<file path="config.mk">
export PLATFORM = sky130hd
export DESIGN_NAME = cdb_arb_flat
export DESIGN_NICKNAME = d
export VERILOG_FILES = /design/src/rtl/cdb_arb_pkg.sv /design/src/rtl/cdb_arb_if.sv /design/src/rtl/cdb_lane_fifo.sv /design/src/rtl/cdb_arb.sv /design/src/flat_wrapper.sv
export SDC_FILE = /design/constraint.sdc
export NUM_CORES = 1
export LEC_CHECK = 0
export BUFFER_PORTS_ARGS = -buffer_cell sky130_fd_sc_hd__buf_4
export CORE_MARGIN = 5
export CORE_UTILIZATION = 50
export DETAILED_ROUTE_END_ITERATION = 8
export PLACE_DENSITY = 0.72
export SYNTH_ARGS = -nofsm -noshare
export SYNTH_HDL_FRONTEND = slang
export SYNTH_SLANG_ARGS = --single-unit
</file>
<file path="constraint.sdc">
create_clock -name clk -period 3.9 [get_ports clk]
set_clock_uncertainty 0.05 [all_clocks]
set_input_delay 0 -clock clk [delete_from_list [all_inputs] [get_ports clk]]
set_output_delay 0 -clock clk [all_outputs]
set_load 0.05 [all_outputs]
</file>
<file path="src/rtl/cdb_arb_pkg.sv">
// Shared types and sizing for the common-data-bus arbiter.
// Result and broadcast records share one layout so a granted result passes straight through.
package cdb_arb_pkg;

  localparam int CPU_NUM_LANES      = 4;
  localparam int CDB_NUM_LANES      = 2;
  localparam int DATA_LEN           = 32;
  localparam int ROBID_LEN          = 6;
  localparam int BUF_DEPTH          = 4;
  localparam int CPU_NUM_LANES_CLOG = $clog2(CPU_NUM_LANES);
  localparam int BUF_PTR_LEN        = $clog2(BUF_DEPTH);
  localparam int BUF_CNT_LEN        = BUF_PTR_LEN + 1;

  typedef logic [CPU_NUM_LANES_CLOG-1:0] lane_idx_t;

  typedef struct packed {
    logic                 v;
    logic [ROBID_LEN-1:0] robid;
    logic [DATA_LEN-1:0]  data;
  } ex_result_t;

  typedef struct packed {
    logic                 v;
    logic [ROBID_LEN-1:0] robid;
    logic [DATA_LEN-1:0]  data;
  } cdb_t;

  // Lane index arithmetic modulo CPU_NUM_LANES (works for non power-of-two lane counts).
  function automatic lane_idx_t lane_add(lane_idx_t base, int offset);
    int sum;
    sum = int'(base) + offset;
    if (sum >= CPU_NUM_LANES) sum -= CPU_NUM_LANES;
    return lane_idx_t'(sum);
  endfunction

endpackage

</file>
<file path="src/rtl/cdb_arb_if.sv">
// Execution-side and broadcast-side signals of the CDB arbiter.
// The master drives results into the arbiter; the slave is the arbiter itself.
interface cdb_arb_if;
  import cdb_arb_pkg::*;

  ex_result_t [CPU_NUM_LANES-1:0] ex_result;
  logic       [CPU_NUM_LANES-1:0] ex_ready;
  cdb_t       [CDB_NUM_LANES-1:0] cdb_cmt;
  logic                           cdb_overflow;

  modport master (
    output ex_result,
    input  ex_ready,
    input  cdb_cmt,
    input  cdb_overflow
  );

  modport slave (
    input  ex_result,
    output ex_ready,
    output cdb_cmt,
    output cdb_overflow
  );

endinterface

</file>
<file path="src/rtl/cdb_lane_fifo.sv">
// Per-lane result FIFO with a combinational head so the arbiter can grant it in the same cycle.
// A push into a full FIFO is accepted only when the head is popped in the same cycle.
module cdb_lane_fifo
  import cdb_arb_pkg::*;
(
  input  logic                   clk,
  input  logic                   rst,
  input  logic                   push_i,
  input  ex_result_t             push_data_i,
  input  logic                   pop_i,
  output ex_result_t             head_o,
  output logic                   empty_o,
  output logic                   full_o,
  output logic [BUF_CNT_LEN-1:0] count_o
);

  ex_result_t             mem_q [BUF_DEPTH];
  logic [BUF_PTR_LEN-1:0] rd_ptr_q, rd_ptr_d;
  logic [BUF_PTR_LEN-1:0] wr_ptr_q, wr_ptr_d;
  logic [BUF_CNT_LEN-1:0] count_q, count_d;
  logic                   do_push;
  logic                   do_pop;

  assign empty_o = (count_q == '0);
  assign full_o  = (count_q == BUF_CNT_LEN'(BUF_DEPTH));
  assign count_o = count_q;
  assign head_o  = mem_q[rd_ptr_q];

  assign do_pop  = pop_i && !empty_o;
  assign do_push = push_i && (!full_o || do_pop);

  always_comb begin
    rd_ptr_d = rd_ptr_q;
    wr_ptr_d = wr_ptr_q;
    count_d  = count_q;
    if (do_pop)  rd_ptr_d = rd_ptr_q + BUF_PTR_LEN'(1);
    if (do_push) wr_ptr_d = wr_ptr_q + BUF_PTR_LEN'(1);
    case ({do_push, do_pop})
      2'b10:   count_d = count_q + BUF_CNT_LEN'(1);
      2'b01:   count_d = count_q - BUF_CNT_LEN'(1);
      default: count_d = count_q;
    endcase
  end

  always_ff @(posedge clk) begin
    if (rst) begin
      rd_ptr_q <= '0;
      wr_ptr_q <= '0;
      count_q  <= '0;
    end else begin
      rd_ptr_q <= rd_ptr_d;
      wr_ptr_q <= wr_ptr_d;
      count_q  <= count_d;
    end
  end

  always_ff @(posedge clk) begin
    if (do_push) mem_q[wr_ptr_q] <= push_data_i;
  end

endmodule

</file>
<file path="src/rtl/cdb_arb.sv">
// Common-data-bus arbiter: round-robin grant of lane results onto CDB_NUM_LANES registered
// broadcast slots, with per-lane FIFOs holding losers and back-pressure via ex_ready.
module cdb_arb
  import cdb_arb_pkg::*;
(
  input  logic       clk,
  input  logic       rst,
  cdb_arb_if.slave   bus_if
);

  ex_result_t [CPU_NUM_LANES-1:0]   ex_in;
  ex_result_t [CPU_NUM_LANES-1:0]   fifo_head;
  ex_result_t [CPU_NUM_LANES-1:0]   cand;
  logic [CPU_NUM_LANES-1:0]         fifo_empty;
  logic [CPU_NUM_LANES-1:0]         fifo_full;
  logic [CPU_NUM_LANES-1:0][BUF_CNT_LEN-1:0] fifo_count;
  logic [CPU_NUM_LANES-1:0]         cand_v;
  logic [CPU_NUM_LANES-1:0]         gnt_mask;
  logic [CPU_NUM_LANES-1:0]         push;
  logic [CPU_NUM_LANES-1:0]         pop;
  logic [CPU_NUM_LANES-1:0]         drop;

  lane_idx_t                        scan_lane [CPU_NUM_LANES];
  logic [CPU_NUM_LANES-1:0]         rot_v;
  logic [CPU_NUM_LANES-1:0]         rot_taken;
  lane_idx_t                        slot_rot  [CDB_NUM_LANES];
  lane_idx_t                        slot_lane [CDB_NUM_LANES];
  logic [CDB_NUM_LANES-1:0]         slot_v;

  lane_idx_t                        rr_ptr_q, rr_ptr_d;
  cdb_t [CDB_NUM_LANES-1:0]         cdb_cmt_q, cdb_cmt_d;
  logic                             overflow_q, overflow_d;

  for (genvar gi = 0; gi < CPU_NUM_LANES; gi++) begin : g_lane
    assign ex_in[gi]  = bus_if.ex_result[gi];
    // The live result bypasses only an empty FIFO, which keeps per-lane order intact.
    assign cand_v[gi] = !fifo_empty[gi] || ex_in[gi].v;
    assign cand[gi]   = fifo_empty[gi] ? ex_in[gi] : fifo_head[gi];
    assign pop[gi]    = gnt_mask[gi] && !fifo_empty[gi];
    assign push[gi]   = ex_in[gi].v && !(gnt_mask[gi] && fifo_empty[gi]);
    assign drop[gi]   = push[gi] && fifo_full[gi] && !pop[gi];

    assign bus_if.ex_ready[gi] = (fifo_count[gi] <= BUF_CNT_LEN'(BUF_DEPTH - 2));

    // Rotate so scan position 0 is the round-robin pointer.
    assign scan_lane[gi] = lane_add(rr_ptr_q, gi);
    assign rot_v[gi]     = cand_v[scan_lane[gi]];

    cdb_lane_fifo u_fifo (
      .clk         (clk),
      .rst         (rst),
      .push_i      (push[gi]),
      .push_data_i (ex_in[gi]),
      .pop_i       (pop[gi]),
      .head_o      (fifo_head[gi]),
      .empty_o     (fifo_empty[gi]),
      .full_o      (fifo_full[gi]),
      .count_o     (fifo_count[gi])
    );
  end

  // Each CDB slot takes the first still-unclaimed candidate in rotated order, then unrotates.
  always_comb begin
    rot_taken = '0;
    slot_v    = '0;
    gnt_mask  = '0;
    rr_ptr_d  = rr_ptr_q;
    cdb_cmt_d = '0;
    for (int k = 0; k < CDB_NUM_LANES; k++) begin
      slot_rot[k]  = '0;
      slot_lane[k] = '0;
    end
    for (int k = 0; k < CDB_NUM_LANES; k++) begin
      for (int i = 0; i < CPU_NUM_LANES; i++) begin
        if (!slot_v[k] && rot_v[i] && !rot_taken[i]) begin
          slot_v[k]    = 1'b1;
          slot_rot[k]  = lane_idx_t'(i);
          rot_taken[i] = 1'b1;
        end
      end
      if (slot_v[k]) begin
        slot_lane[k]           = scan_lane[slot_rot[k]];
        gnt_mask[slot_lane[k]] = 1'b1;
        rr_ptr_d               = lane_add(slot_lane[k], 1);
        cdb_cmt_d[k]           = cdb_t'(cand[slot_lane[k]]);
      end
    end
  end

  assign overflow_d = overflow_q || (|drop);

  always_ff @(posedge clk) begin
    if (rst) begin
      rr_ptr_q   <= '0;
      cdb_cmt_q  <= '0;
      overflow_q <= 1'b0;
    end else begin
      rr_ptr_q   <= rr_ptr_d;
      cdb_cmt_q  <= cdb_cmt_d;
      overflow_q <= overflow_d;
    end
  end

  assign bus_if.cdb_cmt      = cdb_cmt_q;
  assign bus_if.cdb_overflow = overflow_q;

endmodule
</file>
<file path="src/flat_wrapper.sv">
// flat-port wrapper written by rule: the top's interface ports become plain ports
module cdb_arb_flat import cdb_arb_pkg::*;
  (clk, rst, bus_if_ex_result, bus_if_ex_ready, bus_if_cdb_cmt, bus_if_cdb_overflow);
  cdb_arb_if bus_if_i ();
  input  logic clk;
  input  logic rst;
  input wire logic [$bits(bus_if_i.ex_result)-1:0] bus_if_ex_result;
  output wire logic [$bits(bus_if_i.ex_ready)-1:0] bus_if_ex_ready;
  output wire logic [$bits(bus_if_i.cdb_cmt)-1:0] bus_if_cdb_cmt;
  output wire logic [$bits(bus_if_i.cdb_overflow)-1:0] bus_if_cdb_overflow;
  assign bus_if_i.ex_result = bus_if_ex_result;
  assign bus_if_ex_ready = bus_if_i.ex_ready;
  assign bus_if_cdb_cmt = bus_if_i.cdb_cmt;
  assign bus_if_cdb_overflow = bus_if_i.cdb_overflow;
  cdb_arb u_core (.clk(clk), .rst(rst), .bus_if(bus_if_i));
endmodule
</file>
* Word level (Yosys, flattened, before mapping) *
Memories as Yosys holds them, arrays and structs flattened. A register that Yosys moved wholly into a read port is not among the register bits.
Index checks and enable logic that the tools add are counted.

word-level totals
  register bits = 109
  bits in writable memories = 624
  bits of input ports = 158
  output and inout port bits = 83
  word-level logic and storage cells = 247
  memories = 4

cells by class
  add/sub/neg operators = 27
  magnitude comparators = 20
  eq/ne operators = 12
  muxes and demuxes = 73
  bitwise logic cells = 5
  reductions and logical operators = 86

memory list
  name                           words  bits a word  rd ports  clocked after Yosys merged registers in  wr ports  RTL line             source
  u_core.g_lane[0].u_fifo.mem_q  4      39           1         1                                        1         cdb_lane_fifo.sv:17  ex_result_t mem_q [BUF_DEPTH];
  u_core.g_lane[1].u_fifo.mem_q  4      39           1         1                                        1         cdb_lane_fifo.sv:17
  u_core.g_lane[2].u_fifo.mem_q  4      39           1         1                                        1         cdb_lane_fifo.sv:17
  u_core.g_lane[3].u_fifo.mem_q  4      39           1         1                                        1         cdb_lane_fifo.sv:17

operator list
  kind                 number
  $mux 39              6
  $bmux 39 s2          2
  $mux 2               24
  $logic_and 1x1->1    40
  $mux 1               27
  $logic_not 1->1      25
  $pmux 3 s2           4
  $ge 3x3->1 const B   7
  $lt 2x3->1 const B   6
  $add 2x1->2 const B  8
  $add 3x1->3 const B  4
  $eq 3x3->1 const B   4
  $le 3x2->1 const B   4
  $logic_not 3->1      4
  $sub 2x1->2 const B  6
  $sub 3x1->3 const B  4
  $reduce_bool 2->1    5
  $add 2x1->3 const B  3
  $logic_or 1x1->1     9
  $bmux 1 s2           4
  $bmux 2 s2           2
  $eq 2x1->1 const B   4
  $eq 2x2->1 const B   4
  $mux 4               2
  other kinds (9)      15

* Longest topological paths before layout *
  depth in word-level cells = 38
  mapped depth = 12
  depth with buffers taken out = 10

* Cells and area by module *
From an unflattened synthesis, not the netlist that was laid out.

unflattened totals
  cell total of the unflattened synthesis = 1795
  area total of the unflattened synthesis = 31166.1 sq um

by module, submodules not included
  module                                       times used  cells an instance  area an instance (sq um)  sequential area each (sq um)
  cdb_lane_fifo (u_core.g_lane[0].u_fifo ...)  3           262                6143.4                    4864.7
  cdb_arb                                      1           752                6632.6                    1621.6
  cdb_lane_fifo (u_core.g_lane[3].u_fifo)      1           257                6103.4                    4864.7

* Worst setup path before layout *
No wires, ideal clock.

  kind = reg-to-reg
  start = register u_core.g_lane[1].u_fifo.count_q[0]
  end = memory u_core.g_lane[3].u_fifo.mem_q[1][0] in the netlist's numbering, enable pin
  setup time = 0.400 ns
  arrival time = 3.040 ns
  data required time = 3.450 ns
  slack = 0.410 ns
  cell stages (with the launch flop) = 10
  path buffers = 3
  period minus slack after synthesis = 3.490 ns
  path through = dfxtp_1 clkbuf_1 nor4_4 buf_2 nand2_1 and3_1 clkbuf_1 xnor2_1 a21boi_1 and2_1

on the way
  cells in the longest elaborated chain, start to end = 37
  elaborated cells between the ends (all ways) = 77
  those cells by class = order compare: 4; mux: 39; bitwise: 3; reduce/logical: 31

RTL lines
  item                                                          RTL line                            source
  start, declared                                               cdb_lane_fifo.sv:20                 logic [BUF_CNT_LEN-1:0] count_q, count_d;
  start signal, assigned                                        cdb_lane_fifo.sv:53                 count_q <= count_d;
  $logic_not 3->1 *                                             cdb_lane_fifo.sv:24                 assign empty_o = (count_q == '0);
  $logic_not 1->1 *                                             cdb_arb.sv:37                       assign cand_v[gi] = !fifo_empty[gi] || ex_in[gi].v;
  $logic_or 1x1->1 *                                            cdb_arb.sv:37
  $bmux 1 s2                                                    cdb_arb.sv:47                       assign rot_v[gi] = cand_v[scan_lane[gi]];
  $mux 1 (not written as such)                                  cdb_arb.sv:47
  $mux 1                                                        cdb_arb.sv:75                       if (!slot_v[k] && rot_v[i] && !rot_taken[i]) begin
  $logic_not 1->1                                               cdb_arb.sv:75
  $logic_and 1x1->1                                             cdb_arb.sv:75
  [21 not listed]                                               n/a
  $or 4x4->4 (no source line)                                   n/a
  $mux 4 *                                                      cdb_arb.sv:81                       if (slot_v[k]) begin
  $logic_and 1x1->1 (on tied branches)                          cdb_arb.sv:40, cdb_arb.sv:39
  $logic_not 1->1 / $logic_and 1x1->1 (equally long branches)   cdb_arb.sv:40, cdb_lane_fifo.sv:29
  $logic_and 1x1->1 / $logic_or 1x1->1 (equally long branches)  cdb_arb.sv:40, cdb_lane_fifo.sv:30
  $logic_and 1x1->1 *                                           cdb_lane_fifo.sv:30                 assign do_push = push_i && (!full_o || do_pop);
  $mux 1 *                                                      cdb_lane_fifo.sv:58                 if (do_push) mem_q[wr_ptr_q] <= push_data_i;
  $mux 1 (not written as such) *                                cdb_lane_fifo.sv:58
  end, declared                                                 cdb_lane_fifo.sv:17

Every way passes the cells marked *; elsewhere a longest branch is shown, timed or not. The select of a mux whose other input is x is not followed.

* Worst setup path in the final report *
  start = register u_core.g_lane[3].u_fifo.count_q[2]
  end = register u_core.cdb_cmt_q, in the netlist u_core.bus_if.cdb_cmt[49]

on the way
  cells in the longest elaborated chain, start to end = 27
  elaborated cells between the ends (all ways) = 52
  those cells by class = mux: 27; bitwise: 2; reduce/logical: 23

RTL lines
  item                                        RTL line             source
  start, declared                             cdb_lane_fifo.sv:20
  start signal, assigned                      cdb_lane_fifo.sv:53
  $logic_not 3->1 *                           cdb_lane_fifo.sv:24
  $logic_not 1->1                             cdb_arb.sv:37
  $logic_or 1x1->1                            cdb_arb.sv:37
  $bmux 1 s2                                  cdb_arb.sv:47
  $mux 1 (not written as such)                cdb_arb.sv:47
  $mux 1                                      cdb_arb.sv:75
  $logic_not 1->1                             cdb_arb.sv:75
  $logic_and 1x1->1                           cdb_arb.sv:75
  [9 not listed]                              n/a
  $logic_not 1->1                             cdb_arb.sv:75
  $logic_and 1x1->1 (2 in series)             cdb_arb.sv:75
  $mux 2                                      cdb_arb.sv:75
  $not 2->3 (not written as such)             cdb_arb.sv:82        slot_lane[k] = scan_lane[slot_rot[k]];
  $bmux 2 s2                                  cdb_arb.sv:82
  $mux 2 (not written as such) (2 in series)  cdb_arb.sv:82
  $bmux 39 s2                                 cdb_arb.sv:85        cdb_cmt_d[k] = cdb_t'(cand[slot_lane[k]]);
  $mux 39 (not written as such)               cdb_arb.sv:85
  end signal, assigned                        cdb_arb.sv:99        cdb_cmt_q <= cdb_cmt_d;
  end, declared                               cdb_arb.sv:31        cdb_t [CDB_NUM_LANES-1:0] cdb_cmt_q, cdb_cmt_d;

Marked as above.
A chain may end at the register's enable or synchronous reset.

==> flow_metrics.py <==
metrics = {
    "outcome": {
        "status": "finished, final reports clean",
    },
    "clocking": {
        "cts_buffer_depth": 3,
        "root_buffer": "clkbuf_16",
        "htree_levels": 3,
        "clk_pin_slew_ns": 0.07,
        "cts_tree": "built",
        "clk-insertion-delay-late_ns": 0.63,
        "cts_made_buffers": 75,
        "cts_setup_buffers": 0,
        "cts.sinks": 741,
    },
    "yosys": {
        "syn_nets": 2044,
        "yosysWarnings": 0,
        "synth_top_area_frac": 0.596,
        "syn_area_um2": 31400,
        "syn_area_per_cell_um2": 16.8,
        "ys_seq_elements": 741,
        "synth_top_flop_cell": "edfxtp_1",
        "synth_edf_count": 624,
        "syn_inst": 1866,
        "synth_top_area_cell": "edfxtp_1",
        "synth.distinct_cells": 58,
        "async_flop_share": 0,
        "yosysSeqAreaShare": 0.671,
        "netlist_top_cells_area": "edfxtp_1 (60%), mux4_2 (11%), dfxtp_1 (7.5%)",
    },
    "routing": {
        "dr.pass1.iters": 6,
        "vias": 19100,
        "wl_um": 83100,
        "first_iter_violations": 1891,
        "viasPerCell": 6.06,
        "remaining_drc_errors": 0,
        "avgRoutedWirePerCell_um": 26.3,
        "ant_nets": 0,
    },
    "timing": {
        "post-route-period-util": 0.896,
        "drv_slew": 0,
        "hold_viol": 0,
        "rsz0062_at_grt": "false",
        "slew_headroom": 0.224,
        "fin_crit_ns": 3.49,
        "setup_violations": 0,
        "holdWs_ns": 0.0918,
        "fmax_ghz": 0.286,
        "setup_ws_ns": 0.407,
        "final.setup.tns_ns": 0,
        "worst_pin_slew_ns": 1.16,
    },
    "setup_path": {
        "crit_arrival_ns": 3.89,
        "startpoint_type": "flip-flop",
        "ff2ff_setup_slack_ns": 0.41,
        "crit-reg2reg-launch": "u_core.g_lane[3].u_fifo.count_o[2]",
        "reg2reg_to": "u_core.bus_if.cdb_cmt[49]",
        "reg2regPathDepth": 6,
        "endpoint_kind": "flip-flop",
        "required_ns": 4.29,
        "path_max_fanout": 39,
        "crit_type": "reg2reg",
    },
    "global_route": {
        "grt.total_usage": 0.243,
        "overflow": 0,
        "grt_pass1_wl_um": 124000,
        "grt_pass1_vias": 19600,
        "grt_max_degree": 79,
        "antenna_found_initial": 5,
    },
    "placement": {
        "place_ws_ns": 0.576,
        "dp.cells": 2857,
        "placement.io_buffers": 240,
        "dp_hpwl_um": 54400,
        "gp_congestion": 0.903,
    },
    "die": {
        "die_w_um": 261,
        "die_h_um": 261,
        "start_util": 0.507,
        "floorplan.die_area_um2": 67900,
        "rows": 91,
        "io_pins": 241,
        "core_area_um2": 61900,
    },
    "power_and_ir_drop": {
        "internal_power_uw": 20000,
        "clkPwrFrac": 0.221,
        "ir_worst_vdd_v": 0.000686,
        "power.switching_uw": 12300,
        "power.leakage_uw": 0.0131,
        "power_density_nw_per_um2": 839,
        "sw_frac_of_total": 0.381,
        "comb_power_share": 0.434,
        "p_seq_frac": 0.345,
    },
    "worst_hold_path": {
        "hold_end": "u_core.g_lane[1].u_fifo.mem_q[0][30]",
        "min_delay_path_depth": 2,
        "hold_path.class": "in2reg",
        "hp-start": "bus_if_ex_result[69]",
    },
    "job": {
        "drv_cap": 0,
    },
    "final_layout": {
        "nNetsFinal": 2432,
        "drive_above_1_share": 0.329,
        "utilization": 0.622,
        "syn2layout_area_growth_pct": 22.7,
        "stdcell_count": 3155,
    },
}
==> cell type report <==
class                   count  area (µm²)
fillers                  4461       23400
flip-flops and latches    741       21100
multi-input cells         928        9630
repair buffers            449        4080
clock buffers             114        2270
well taps                 837        1050
inverters                  59         221
clock inverters            25         199
diodes                      2        5.00
==> power groups by stage <==
stage | Clock (µW) | Combinational (µW) | Sequential, µW
3_3_place_gp | 0 | 13500 | 11200
2_1_floorplan | 0 | 8740 | 11700
3_5_place_dp | 0 | 13800 | 11300
4_1_cts | 7280 | 14000 | 11100
6_report | 7150 | 14000 | 11200
5_1_grt | 7600 | 14800 | 11300
==> cells in the mapped netlist (all sizes together), types with 5 or more instances <==
cell type	n
o22ai	6
mux2i	43
a21boi	5
clkbuf	76
nor4	6
mux2	151
or4	5
xnor2	17
nand2b	6
a21oi	61
inv	59
ha	16
a311oi	40
o211ai	7
edfxtp	624
nor2b	6
dfxtp	117
mux4	156
a31oi	46
nor2	89
and2	16
nand2	62
a22oi	73
buf	62
o221ai	40
nor3	7
nand3	8
o21ai	18
==> flip-flops by register name, summed over array words and instances, names as in the netlist, named ones only <==
signal	flops
u_core.g_lane.u_fifo.mem_q	624
u_core.rr_ptr_q	2
u_core.g_lane.u_fifo.rd_ptr_q	8
u_core.g_lane.u_fifo.wr_ptr_q	8
u_core.bus_if.cdb_cmt	78
u_core.bus_if.cdb_overflow	1
u_core.g_lane.u_fifo.count_o	12
==> worst max path at each step <==
stage	startpoint	end	slack, ns	cells after the start
after detailed placement	u_core.g_lane[3].u_fifo.count_o[2]	u_core.bus_if.cdb_cmt[60]	0.58	6
after floorplan	u_core.g_lane[1].u_fifo.count_o[0]	u_core.g_lane[3].u_fifo.mem_q[1][0]	0.41	9
after global routing	u_core.g_lane[1].u_fifo.count_o[2]	u_core.g_lane[2].u_fifo.count_o[2]	0.32	10
final	u_core.g_lane[3].u_fifo.count_o[2]	u_core.bus_if.cdb_cmt[49]	0.41	6
after CTS	u_core.g_lane[3].u_fifo.count_o[2]	u_core.bus_if.cdb_cmt[60]	0.56	6
after global placement	u_core.g_lane[3].u_fifo.count_o[2]	u_core.bus_if.cdb_cmt[55]	0.69	6
==> cells by family (layout without fill, tap and decap cells) <==
group,Yosys count,in the layout,share of synthesized area
flip-flops,741,741,0.671
adder cells (fa/ha/maj),22,22,0.00956
AO/OA/AOI/OAI,316,316,0.0733
other,0,2,0
multiplexers,350,350,0.180
XOR/XNOR,21,21,0.00585
AND/OR/NAND/NOR,219,219,0.0337
buffers and inverters,197,647,0.0270
==> stage by stage <==
step | total power, µW | cell area [µm²]
global route | 33700 | 38500
floorplan | 20500 | 31400
global placement | 24700 | 34500
detailed placement | 25100 | 34500
CTS | 32400 | 38500
finish | 32300 | 38500
==> layer usage <==
metal | track usage | part of all wire | vias up
met5 | 0 | 0.00042 | -
met4 | 0.0952 | 0.039 | 8
met3 | 0.0541 | 0.090 | 143
met2 | 0.391 | 0.49 | 961
met1 | 0.326 | 0.38 | 9726
li1 | - | - | 8288
==> timing repair <==
| item | CTS | global route |
|---|---|---|
| hold buffers | 157 | 0 |
| setup endpoints to repair | 0 | 0 |
| resized for setup | 0 | 0 |
| endpoints found under the hold margin | 737 | 0 |
==> cells in the final DEF (no fill, tap or decap), types with 6 or more instances in the layout <==
cell type,count
edfxtp_1,624
inv_1,59
nor2_1,89
o211ai_1,7
nor2b_1,6
a311oi_1,40
dfxtp_1,109
o221ai_2,10
dfxtp_2,8
nand2_1,62
o21ai_0,15
clkbuf_16,83
a21oi_1,60
nand3_1,8
a22oi_1,73
mux2_2,151
mux2i_1,43
clkbuf_8,8
mux4_2,156
buf_12,25
o221ai_1,30
nand2b_1,6
and2_2,16
clkinv_2,11
clkinv_1,8
ha_1,16
xnor2_1,17
clkbuf_1,23
buf_4,267
dlygate4sd3_1,157
a31oi_1,46
==> worst max-delay path, stage by stage (launching register included) <==
cell,delay (ns)
dfxtp_1,0.44
or4_1,0.76
nor2_1,0.37
a221o_1,0.28
nand3b_1,0.17
or2_2,0.90
o221ai_1,0.29
Power figures use the tool's default switching activity.
